File: src/rtl/aoi_if.sv
// aoi_if: operand and result bundle for the registered AOI cell.
// Latency: none, wires only.
// Backpressure: none, the cell accepts one operand set per cycle unconditionally.
interface aoi_if #(
  parameter int WIDTH = 1,
  parameter int CNT_W = 16
);
  logic [WIDTH-1:0] a;
  logic [WIDTH-1:0] b;
  logic [WIDTH-1:0] c;
  logic [WIDTH-1:0] d;
  logic [WIDTH-1:0] e;
  logic [WIDTH-1:0] f;
  logic [WIDTH-1:0] g;
  logic [CNT_W-1:0] g_toggles;

  // Source of operands, consumer of results.
  modport master (output a, b, c, d, input e, f, g, g_toggles);
  // The AOI cell itself.
  modport slave (input a, b, c, d, output e, f, g, g_toggles);
endinterface

File: src/rtl/aoi.sv
// aoi: registered AND-OR-INVERT (e=a&b, f=c&d, g=~(e|f)) with saturating g transition counter.
// Latency: 1 cycle; 3 cycles when AOI_SYNC_EN is defined (2-flop input synchronizers + output register).
// Backpressure: none, a new result every cycle; g_toggles holds at all ones instead of wrapping.
module aoi #(
  parameter int WIDTH = 1,
  parameter int CNT_W = 16
) (
  input  logic clk,
  input  logic rst,
  aoi_if.slave bus
);

  logic [WIDTH-1:0] a_in;
  logic [WIDTH-1:0] b_in;
  logic [WIDTH-1:0] c_in;
  logic [WIDTH-1:0] d_in;

`ifdef AOI_SYNC_EN
  logic [WIDTH-1:0] a_s1, a_s2;
  logic [WIDTH-1:0] b_s1, b_s2;
  logic [WIDTH-1:0] c_s1, c_s2;
  logic [WIDTH-1:0] d_s1, d_s2;

  // Two-flop synchronizers so operands may arrive asynchronously to clk.
  always_ff @(posedge clk) begin
    if (rst) begin
      a_s1 <= '0; a_s2 <= '0;
      b_s1 <= '0; b_s2 <= '0;
      c_s1 <= '0; c_s2 <= '0;
      d_s1 <= '0; d_s2 <= '0;
    end else begin
      a_s1 <= bus.a; a_s2 <= a_s1;
      b_s1 <= bus.b; b_s2 <= b_s1;
      c_s1 <= bus.c; c_s2 <= c_s1;
      d_s1 <= bus.d; d_s2 <= d_s1;
    end
  end

  assign a_in = a_s2;
  assign b_in = b_s2;
  assign c_in = c_s2;
  assign d_in = d_s2;
`else
  assign a_in = bus.a;
  assign b_in = bus.b;
  assign c_in = bus.c;
  assign d_in = bus.d;
`endif

  logic [WIDTH-1:0] e_q, f_q, g_q;
  logic [WIDTH-1:0] e_next, f_next, g_next;
  logic [CNT_W-1:0] cnt_q;
  logic             g_chg;
  logic             cnt_full;

  // Next-state gate function and change detect against the currently registered g.
  always_comb begin
    e_next   = a_in & b_in;
    f_next   = c_in & d_in;
    g_next   = ~(e_next | f_next);
    g_chg    = (g_next != g_q);
    cnt_full = (cnt_q == {CNT_W{1'b1}});
  end

  // Output registers; g resets high to match all-zero operands so the first edge counts nothing.
  always_ff @(posedge clk) begin
    if (rst) begin
      e_q   <= '0;
      f_q   <= '0;
      g_q   <= '1;
      cnt_q <= '0;
    end else begin
      e_q <= e_next;
      f_q <= f_next;
      g_q <= g_next;
      if (g_chg && !cnt_full) begin
        cnt_q <= cnt_q + CNT_W'(1);
      end
    end
  end

  assign bus.e         = e_q;
  assign bus.f         = f_q;
  assign bus.g         = g_q;
  assign bus.g_toggles = cnt_q;

endmodule

File: src/flat_wrapper.sv
// flat-port wrapper written by rule: the top's interface ports become plain ports
module aoi_flat 
#(
  parameter int WIDTH = 1,
  parameter int CNT_W = 16
)
  (clk, rst, bus_a, bus_b, bus_c, bus_d, bus_e, bus_f, bus_g, bus_g_toggles);
  aoi_if #(.WIDTH(WIDTH), .CNT_W(CNT_W)) bus_i ();
  input  logic clk;
  input  logic rst;
  input wire logic [$bits(bus_i.a)-1:0] bus_a;
  input wire logic [$bits(bus_i.b)-1:0] bus_b;
  input wire logic [$bits(bus_i.c)-1:0] bus_c;
  input wire logic [$bits(bus_i.d)-1:0] bus_d;
  output wire logic [$bits(bus_i.e)-1:0] bus_e;
  output wire logic [$bits(bus_i.f)-1:0] bus_f;
  output wire logic [$bits(bus_i.g)-1:0] bus_g;
  output wire logic [$bits(bus_i.g_toggles)-1:0] bus_g_toggles;
  assign bus_i.a = bus_a;
  assign bus_i.b = bus_b;
  assign bus_i.c = bus_c;
  assign bus_i.d = bus_d;
  assign bus_e = bus_i.e;
  assign bus_f = bus_i.f;
  assign bus_g = bus_i.g;
  assign bus_g_toggles = bus_i.g_toggles;
  aoi #(.WIDTH(WIDTH), .CNT_W(CNT_W)) u_core (.clk(clk), .rst(rst), .bus(bus_i));
endmodule
File: config.mk
export PLATFORM = sky130hd
export DESIGN_NAME = aoi_flat
export DESIGN_NICKNAME = d
export VERILOG_FILES = /design/src/rtl/aoi_if.sv /design/src/rtl/aoi.sv /design/src/flat_wrapper.sv
export SDC_FILE = /design/constraint.sdc
export NUM_CORES = 1
export LEC_CHECK = 0
export ABC_AREA = 1
export CAP_MARGIN = 20
export CORE_ASPECT_RATIO = 0.75
export CORE_MARGIN = 1
export CORE_UTILIZATION = 28
export DETAILED_ROUTE_END_ITERATION = 8
export SLEW_MARGIN = 10
export SYNTH_ARGS = -nofsm -noshare
export SYNTH_HDL_FRONTEND = slang
export SYNTH_SLANG_ARGS = --single-unit
File: constraint.sdc
create_clock -name clk -period 1.77 [get_ports clk]
set_input_delay 0.177 -clock clk [delete_from_list [all_inputs] [get_ports clk]]
set_output_delay 0.177 -clock clk [all_outputs]
set_load 0.02 [all_outputs]
[Word-level counts from Yosys, hierarchy flattened]
Cells that the tools add are included.
Word-level totals
  register bits: 19
  bits in latches: 0
  RAM bits: 0
  bits in read-only memories: 0
  input port bits: 6
  output and inout port bits: 19
  word-level logic and storage cells: 13
  memories kept: 0
Operators by class
  add/subtract/negate cells: 1
  $mul: 0
  divide/modulo/power cells: 0
  magnitude comparators: 0
  equality and inequality tests: 2
  shift operators: 0
  multiplexer cells: 0
  bitwise logic cells: 4
  reduce and logical (&&, ||, !) cells: 2
Operators with widths (count)
  16-bit by 1-bit adder with 16-bit output, second input constant: 1
  16-bit == test, second input constant: 1
  1-bit AND: 2
  1-bit logical AND: 1
  1-bit logical NOT: 1
  1-bit != test: 1
  1-bit NOT: 1
  1-bit bitwise OR: 1

[Logic depth before layout (Yosys ltp)]
Gate-level depths: netlist (run 1).
  word-level depth: 5
  mapped depth: 11
  depth with buffers taken out: 10

[Worst setup path before layout (run 1)]
OpenSTA, ideal clock, no wires.
  path kind: register -> register
  start point: register u_core.cnt_q[1], in the netlist u_core.bus.g_toggles[1]
  end point: register u_core.cnt_q[6], in the netlist u_core.bus.g_toggles[6]
  arrival: 1.389 ns
  data required time: 1.655 ns
  setup slack: 0.266 ns
  cell stages (with the launch flop): 10
  path buffers: 1
  clock period less this slack: 1.504 ns
  cells stage by stage: dfxtp_1 ha_1 nand2_2 nor2_4 nand2_2 clkinv_2 nand2_2 buf_6 a21oi_1 nor2_1
Between the ends
  cells in the longest elaborated chain, start to end: 3
  elaborated cells between the ends (all ways): 4
Ends and longest elaborated chain
  start: declaration: line aoi.sv:52  | logic [CNT_W-1:0] cnt_q;
  start signal: assignment: line aoi.sv:77  | cnt_q <= cnt_q + CNT_W'(1);
  branches (longest 3 deep; another with 16-bit by 1-bit adder with 16-bit output)
Several ways; the timed one is not identified.
A chain may end at the register's enable or synchronous reset.

[Worst setup path in the final report (run 1)]
  start point: register u_core.cnt_q[0], in the netlist u_core.bus.g_toggles[0]
  end point: register u_core.cnt_q[1], in the netlist u_core.bus.g_toggles[1]
Same word-level chain as after synthesis.

==> flow_summary.ini, run 1 <==
[setup_path]
cpMaxStageDelayCell = dfxtp_1
critPathLaunchType = flip-flop
crit_required_ns = 1.92
cp.arrival_ns = 1.72
critPathMostFrequentCell = nand2_2
reg2reg_slack_ns = 0.20
crit_type = reg -> reg
crit_chain = ha_1, nand2_2, nor2_4, nand2_2, clkinv_2, nand2_2, nand2_2, o21ai_0, nor2_1
crit_path_max_fanout = 11
end_kind = flip-flop
r2r-start = u_core.bus.g_toggles[0]
reg2reg_to = u_core.bus.g_toggles[1]
cpPeakStageDelay_ns = 0.34
reg2reg_depth = 9

[cells_and_area]
multi_input_area_sq_um = 595.6
final_common_cell = nand2_1
antenna_cells = 0
syn_to_final_growth_pct = 31.29
nNetsFinal = 203
final_cell_mix = 51 x nand2_1, 42 x nor2_1, 24 x clkdlybuf4s50_1, 19 x dfxtp_1, 13 x inv_1
final_util_pct = 40.52
seqCellArea_sq_um = 380.4
fillerInstances = 365
finalNonFillerCells = 245
drive_above_1_share_pct = 11.28

[clock_tree]
hold_buffers = 0
cts_max_level = 1
clk_pin_slew_ns = 0.07
post_cts_resized = 0
root_buffer = clkbuf_8
cts_buffer_depth = 2
cts_made_buffers = 3
cts_setup_buffers = 0
clock_sinks = 19
cts_tree = yes
clk_latency_ns = 0.26

[power]
power_density_mw_per_mm2 = 630.1
leakage_nw = 0.5601
ir_drop_v = 0.0003262
total_power_mw = 0.8798

[placement]
finalWeightedCongestion = 0.8083
port_buffers = 24
pre_cts_ws_ns = 0.1828
dpl.hpwl_microns = 1781
place_inst = 241

[timing]
fin_setup_tns_ns = 0
min_period_ns = 1.568
worst_slack_ns = 0.2024
finClkSkew_ns = 0.001532
setup_viol = 0
slew_viol_final = 0
relSlewSlack_pct = 70.60
max_clock_freq_mhz = 637.9
rsz0062_at_grt = false
tightest_slew_ns = 0.4405
hold_violations = 0
fin_crit_sh_pct = 88.56

[synthesis]
netlist-cell-type-count = 16
syn_area_per_cell_sq_um = 6.330
ys_seq_area_share_pct = 35.76
yosys_warnings = 0
syn_nets = 175
netlist_area_sq_mm = 0.001064
ys_seq_elements = 19
synthCells = 168

[routing]
avgRoutedWirePerCell_microns = 9.767
via_per_inst = 4.278
firstDrtPassIters = 4
drc_errors = 0
wirelength_microns = 2393
num_vias = 1048
drt_iter0_drc = 58
ant_nets = 0

[global_route]
grt_usage_pct = 13.24
grt_overflow = 0
grt_pass1_wl_microns = 4126
grt_max_degree = 14
grt_pass1_vias = 865
antenna_found_initial = 0

[worst_hold_path]
whs_path_depth = 3
hp-start = bus_b
hold_end = u_core.bus.e
min_path_type = in -> reg

[floorplanning]
dieArea_sq_mm = 0.004052
initial_core_util_pct = 30.86
io_pins = 25
die_x_microns = 73.17
std_cell_rows = 18
die_y_microns = 55.38
fp.coreArea_sq_mm = 0.003446

[run]
maxCapViolations = 0

[outcome]
status = finished, final reports clean
## cell type report
| type | count | area share (%) |
|---|---|---|
| Multi-Input combinational cell | 130 | 42.65 |
| Sequential cell | 19 | 27.24 |
| Inverter | 17 | 4.659 |
| Tap cell | 50 | 4.480 |
| Timing Repair Buffer | 25 | 17.74 |
| Clock buffer | 4 | 3.226 |
## power breakdown
group	internal (mW)	switching, mW	leakage (nW)
sequential	0.440	0.0134	0.154
clock	0.160	0.148	0.0228
combinational	0.0494	0.0684	0.383
## cells in the mapped netlist
| master | n | area [sq um] |
|---|---|---|
| nand2_2 | 7 | 43.79 |
| nand2_1 | 51 | 191.4 |
| nor2_1 | 42 | 157.7 |
| dfxtp_1 | 19 | 380.4 |
| nor2_4 | 2 | 22.52 |
| clkinv_2 | 1 | 5.000 |
| xor2_1 | 3 | 26.28 |
| a21oi_1 | 8 | 40.04 |
| o21ai_0 | 5 | 25.02 |
| nand3_1 | 6 | 30.03 |
| nand3_2 | 4 | 40.04 |
| buf_6 | 2 | 22.52 |
| ha_1 | 1 | 12.51 |
| inv_1 | 13 | 48.80 |
| nor2_2 | 1 | 6.260 |
| inv_2 | 3 | 11.26 |
## logic make-up (layout without fill, tap and decap cells)
group	Yosys count	after routing	share of synthesized area, %
buffers and inverters	19	46	8.235
AND/OR/NAND/NOR	113	113	46.24
adder cells (fa/ha/maj)	1	1	1.176
XOR/XNOR	3	3	2.471
AO/OA/AOI/OAI	13	13	6.117
flip-flops	19	19	35.76
## state kept, by name, indices dropped and copies added, names as in the netlist
| signal | count |
|---|---|
| u_core.bus.e | 1 |
| u_core.bus.f | 1 |
| u_core.bus.g_toggles | 16 |
| u_core.bus.g | 1 |
## metrics by stage
stage | instance area (sq um) | hold slack, ns
4_1_cts | 1396 | 0.4954
5_1_grt | 1396 | 0.5241
2_1_floorplan | 1064 | 0.2461
6_report | 1396 | 0.4990
3_5_place_dp | 1351 | 0.5050
3_3_place_gp | 1351 | 0.5040
## worst max-delay path, delay by kind of cell (launching register included)
kind | cells | cell delay, ns
AND/OR/NAND/NOR | 6 | 0.63
flip-flops | 1 | 0.34
adder cells (fa/ha/maj) | 1 | 0.24
AO/OA/AOI/OAI | 1 | 0.18
buffers and inverters | 1 | 0.06
## worst max-delay path by stage
stage                     slack [ns]                       to                     from
after floorplan                 0.27  u_core.bus.g_toggles[6]  u_core.bus.g_toggles[1]
after global routing            0.02  u_core.bus.g_toggles[3]  u_core.bus.g_toggles[0]
after detailed placement        0.18  u_core.bus.g_toggles[3]                    bus_d
after global placement          0.16  u_core.bus.g_toggles[4]                    bus_c
final                           0.20  u_core.bus.g_toggles[1]  u_core.bus.g_toggles[0]
after CTS                       0.20  u_core.bus.g_toggles[0]  u_core.bus.g_toggles[0]
## metal layers
layer	GRT usage, %	up-vias	part of all wire (%)
met4	2.521	0	0.67
met3	4.927	2	5.6
met1	20.16	451	55
met2	17.33	25	39
li1	-	570	-
met5	0	-	0
Power figures use the tool's default switching activity.
==> inputs of run 2 (changes only) <==
Settings changed: CAP_MARGIN 20 to 15, CTS_BUF_LIST set to sky130_fd_sc_hd__clkbuf_4 sky130_fd_sc_hd__clkbuf_8, RECOVER_POWER set to 25.
==> flow_summary.ini, run 2 (synthesis gave the netlist of run 1 again) <==
[clock_tree]
hold_buffers = 0
clk_pin_slew_ns = 0.07
clk_latency_ns = 0.26
cts_made_buffers = 3
post_cts_resized = 0
root_buffer = clkbuf_8
cts_tree = yes
clock_sinks = 19
cts_max_level = 1
cts_buffer_depth = 2
cts_setup_buffers = 0

[setup_path]
cp.arrival_ns = 1.72
crit_type = reg -> reg
crit_required_ns = 1.92
critPathLaunch = u_core.bus.g_toggles[0]
critPathLaunchType = flip-flop
crit_path_max_fanout = 11
r2r-start = u_core.bus.g_toggles[0]
end_kind = flip-flop

[timing]
fin_setup_tns_ns = 0
slew_viol_final = 0
max_clock_freq_mhz = 639.8
fin_crit_sh_pct = 88.31
whs_ns = 0.4994
setup_viol = 0
min_period_ns = 1.563
hold_violations = 0
rsz0062_at_grt = false
relSlewSlack_pct = 70.70
finClkSkew_ns = 0.001463
tightest_slew_ns = 0.4390

[placement]
dpl.hpwl_microns = 1781
finalWeightedCongestion = 0.8083
port_buffers = 24

[routing]
drc_errors = 0
firstDrtPassIters = 5
drt_iter0_drc = 63
ant_nets = 0
num_vias = 1049
wirelength_microns = 2385
avgRoutedWirePerCell_microns = 9.735
via_per_inst = 4.282

[outcome]
status = finished, final reports clean

[floorplanning]
std_cell_rows = 18
fp.coreArea_sq_mm = 0.003446
die_x_microns = 73.17
die_y_microns = 55.38
io_pins = 25
initial_core_util_pct = 30.86
dieArea_sq_mm = 0.004052

[cells_and_area]
multi_input_area_sq_um = 595.6
seqCellArea_sq_um = 380.4
nNetsFinal = 203
largest_reg_flops = 16
final_common_cell = nand2_1
fillerInstances = 366
syn_to_final_growth_pct = 31.29
final_cell_mix = 51 x nand2_1, 42 x nor2_1, 19 x dfxtp_1, 17 x clkdlybuf4s50_1, 13 x inv_1
drive_above_1_share_pct = 11.28
antenna_cells = 0

[global_route]
grt_pass1_wl_microns = 4126
busiest_layer = met1
grt_max_degree = 14
met3_usage_pct = 4.927
met1_usage_pct = 20.16
grt_overflow = 0
use_met2_pct = 17.33
grt_pass1_vias = 865
antenna_found_initial = 0
grt_usage_pct = 13.24

[worst_hold_path]
hp-start = bus_b
min_path_type = in -> reg

[power]
ir_drop_v = 0.0003358
leakage_nw = 0.5734
power_density_mw_per_mm2 = 637.9

[run]
maxCapViolations = 0
## run 2: cell types whose count changed in the layout (fill, tap and decap cells not counted)
cell	change
clkbuf_4	+1
clkdlybuf4s50_1	-7
dlygate4sd3_1	+7
buf_4	-1
## run 2: worst max-delay path: stages, from the launching register on
cell      delay (ns)
dfxtp_1         0.34
ha_1            0.24
nand2_2         0.09
nor2_4          0.04
nand2_2         0.09
clkinv_2        0.06
nand2_2         0.21
nand2_2         0.14
o21ai_0         0.18
nor2_1          0.05
## run 2: path summary, 6_finish.rpt
check                                                 to  slack (ns)  cells after the start
worst max-delay path             u_core.bus.g_toggles[1]        0.21                      9
worst min-delay path                        u_core.bus.e        0.50                      3
worst max register to register   u_core.bus.g_toggles[1]        0.21                      9
worst min register to register  u_core.bus.g_toggles[12]        0.52                      2
## run 2: metrics by stage
| step | util [%] | instances | setup WS, ns | total power [mW] | cell area [sq um] |
|---|---|---|---|---|---|
| finish | 40.52 | 245 | 0.2070 | 0.8908 | 1396 |
| global route | 40.52 | 245 | 0.01377 | 0.9456 | 1396 |
| CTS | 40.63 | 245 | 0.2027 | 0.9095 | 1400 |
| detailed placement | 39.22 | 241 | 0.1828 | 0.5807 | 1351 |
| global placement | 39.22 | 241 | 0.1609 | 0.5812 | 1351 |
| floorplan | - | 168 | 0.2658 | 0.5299 | 1064 |
## run 2: area by class of cell
cell class                      count  area share [%]
Sequential cell                    19           27.24
Tap cell                           50           4.480
Multi-Input combinational cell    130           42.65
Timing Repair Buffer               25           17.47
Inverter                           17           4.659
Clock buffer                        4           3.495
## run 2: metal layers
metal,up-vias,wire [microns]
li1,569,-
met2,25,920
met1,453,1312
met4,0,17
met3,2,135
met5,-,0
## run 2: power breakdown
| part | internal (mW) | switching [mW] | total [mW] | leakage [nW] |
|---|---|---|---|---|
| Sequential | 0.440 | 0.0130 | 0.453 | 0.154 |
| Clock | 0.176 | 0.149 | 0.324 | 0.0262 |
| Combinational | 0.0457 | 0.0679 | 0.114 | 0.393 |
==> inputs of run 3 (changes only) <==
Settings changed: CORE_UTILIZATION 28 to 58, DONT_BUFFER_PORTS set to 1, PLACE_DENSITY set to 0.74.
==> flow_summary.ini, run 3 (synthesis gave the netlist of run 1 again) <==
[clock_tree]
cts_made_buffers = 3
cts_buffer_depth = 2
clock_sinks = 19
clk_latency_ns = 0.30
cts_max_level = 1
clk_pin_slew_ns = 0.10
cts_tree = yes
root_buffer = clkbuf_4

[cells_and_area]
finalNonFillerCells = 208
stdcell_area_sq_mm = 0.001214
largest_reg_flops = 16
nNetsFinal = 194
final_cell_mix = 51 x nand2_1, 42 x nor2_1, 19 x dfxtp_1, 13 x inv_1, 13 x buf_4
fillerInstances = 157
drive_above_1_share_pct = 18.82
antenna_cells = 0
final_common_cell = nand2_1
syn_to_final_growth_pct = 14.12

[power]
sw_frac_of_total_pct = 26.71
p_clk_share_pct = 29.9
power_frac_seq_pct = 57.8
leakage_nw = 0.5417
switchingPower_mw = 0.2094
total_power_mw = 0.7839
ir_drop_v = 0.0005221
combPwrFrac_pct = 12.2
p_int_mw = 0.5746
power_density_mw_per_mm2 = 645.9

[setup_path]
cpMaxStageDelayCell = dfxtp_1
crit_required_ns = 1.98
end_kind = flip-flop
critPathLaunch = u_core.bus.g_toggles[5]
reg2reg_slack_ns = 0.25
reg2reg_to = u_core.bus.g_toggles[9]
cpPeakStageDelay_ns = 0.34
critPathLaunchType = flip-flop
crit_chain = clkbuf_1, nand2_1, nor2_1, nand2_2, o21ai_0, nand2_1, nor2_1, nor2_1
critPathMostFrequentCell = nor2_1
reg2reg_depth = 8
cp.arrival_ns = 1.73
r2r-start = u_core.bus.g_toggles[5]
crit_path_max_fanout = 4
crit_type = reg -> reg

[timing]
finClkSkew_ns = 0.002389
fin_setup_tns_ns = 0
min_period_ns = 1.523
slew_viol_final = 0
rsz0062_at_grt = false
setup_viol = 0
worst_slack_ns = 0.2466
fin_crit_sh_pct = 86.07
tightest_slew_ns = 0.3861
hold_violations = 0
relSlewSlack_pct = 74.24
max_clock_freq_mhz = 656.4

[floorplanning]
die_x_microns = 51.45
io_pins = 25
dieArea_sq_mm = 0.002011
fp.coreArea_sq_mm = 0.001724
initial_core_util_pct = 61.68
die_y_microns = 39.09
std_cell_rows = 13

[placement]
pre_cts_ws_ns = 0.2858
dpl.hpwl_microns = 1633
finalWeightedCongestion = 0.8015
port_buffers = 0
place_inst = 203
post_dp_cell_area_sq_mm = 0.001181

[worst_hold_path]
hp-start = bus_b
min_path_type = in -> reg
hold_end = u_core.bus.e
whs_path_depth = 2

[global_route]
grt_pass1_wl_microns = 3588
use_met2_pct = 40.26
grt_max_degree = 14
grt_usage_pct = 24.72
antenna_found_initial = 0
busiest_layer = met2
met1_usage_pct = 31.71
grt_pass1_vias = 844
met3_usage_pct = 9.020
grt_overflow = 0

[routing]
ant_nets = 0
wirelength_microns = 2133
avgRoutedWirePerCell_microns = 10.25
drt_iter0_drc = 14
firstDrtPassIters = 4
num_vias = 993
drc_errors = 0
via_per_inst = 4.774

[run]
maxCapViolations = 0

[outcome]
status = finished, final reports clean
-- run 3: changes by cell type in the layout (fill, tap and decap cells not counted) --
cell             change
clkbuf_4             +3
buf_4               +13
clkbuf_1             +1
dlygate4sd3_1        -6
clkdlybuf4s50_1     -17
clkbuf_8             -3
-- run 3: per-layer routing --
| metal | vias up | share of wire, % |
|---|---|---|
| li1 | 547 | - |
| met1 | 421 | 50 |
| met2 | 21 | 44 |
| met3 | 4 | 5.4 |
| met4 | 0 | 0.56 |
| met5 | - | 0 |
-- run 3: how the worst max path moves through the flow --
stage | to | slack [ns] | depth (start not counted)
4_1_cts | u_core.bus.g_toggles[0] | 0.27 | 9
2_1_floorplan | u_core.bus.g_toggles[6] | 0.27 | 9
5_1_grt | u_core.bus.g_toggles[9] | 0.08 | 8
3_5_place_dp | u_core.bus.g_toggles[0] | 0.29 | 9
6_report | u_core.bus.g_toggles[9] | 0.25 | 8
3_3_place_gp | u_core.bus.g_toggles[1] | 0.33 | 9
-- run 3: power by group through the flow --
stage | registers, mW | logic (mW) | clock network, mW
floorplan | 0.477 | 0.0532 | 0
global placement | 0.462 | 0.0901 | 0
detailed placement | 0.463 | 0.0931 | 0
CTS | 0.454 | 0.0967 | 0.240
global route | 0.456 | 0.108 | 0.263
finish | 0.453 | 0.0960 | 0.235
-- run 3: what timing repair did --
action	CTS	global route
hold buffers	1	0
setup buffers	0	0
hold endpoints to repair	6	0
setup endpoints to repair	0	0
gates resized for setup	0	0
-- run 3: worst max-delay path: cells and delay by family, from the launching register on --
kind                   cells  cell delay [ns]
AOI/OAI and AO/OA          1             0.17
buffers and inverters      1             0.31
DFF                        1             0.34
and+or+nand+nor            6             0.63
-- run 3: layout make-up --
| cell class | instances | area (sq um) | share of cell area, % |
|---|---|---|---|
| multi-input cells | 130 | 595.6 | 49.07 |
| clock buffers | 4 | 30.03 | 2.474 |
| flip-flops and latches | 19 | 380.4 | 31.34 |
| repair buffers | 16 | 115.1 | 9.485 |
| well taps | 22 | 27.53 | 2.268 |
| inverters | 17 | 65.06 | 5.361 |
-- run 3: stage by stage --
stage	hold WS, ns	util (%)
finish	0.03326	70.39
global route	0.03414	70.39
CTS	0.02645	70.83
detailed placement	0.2498	68.51
global placement	0.2478	68.51
floorplan	0.2461	-
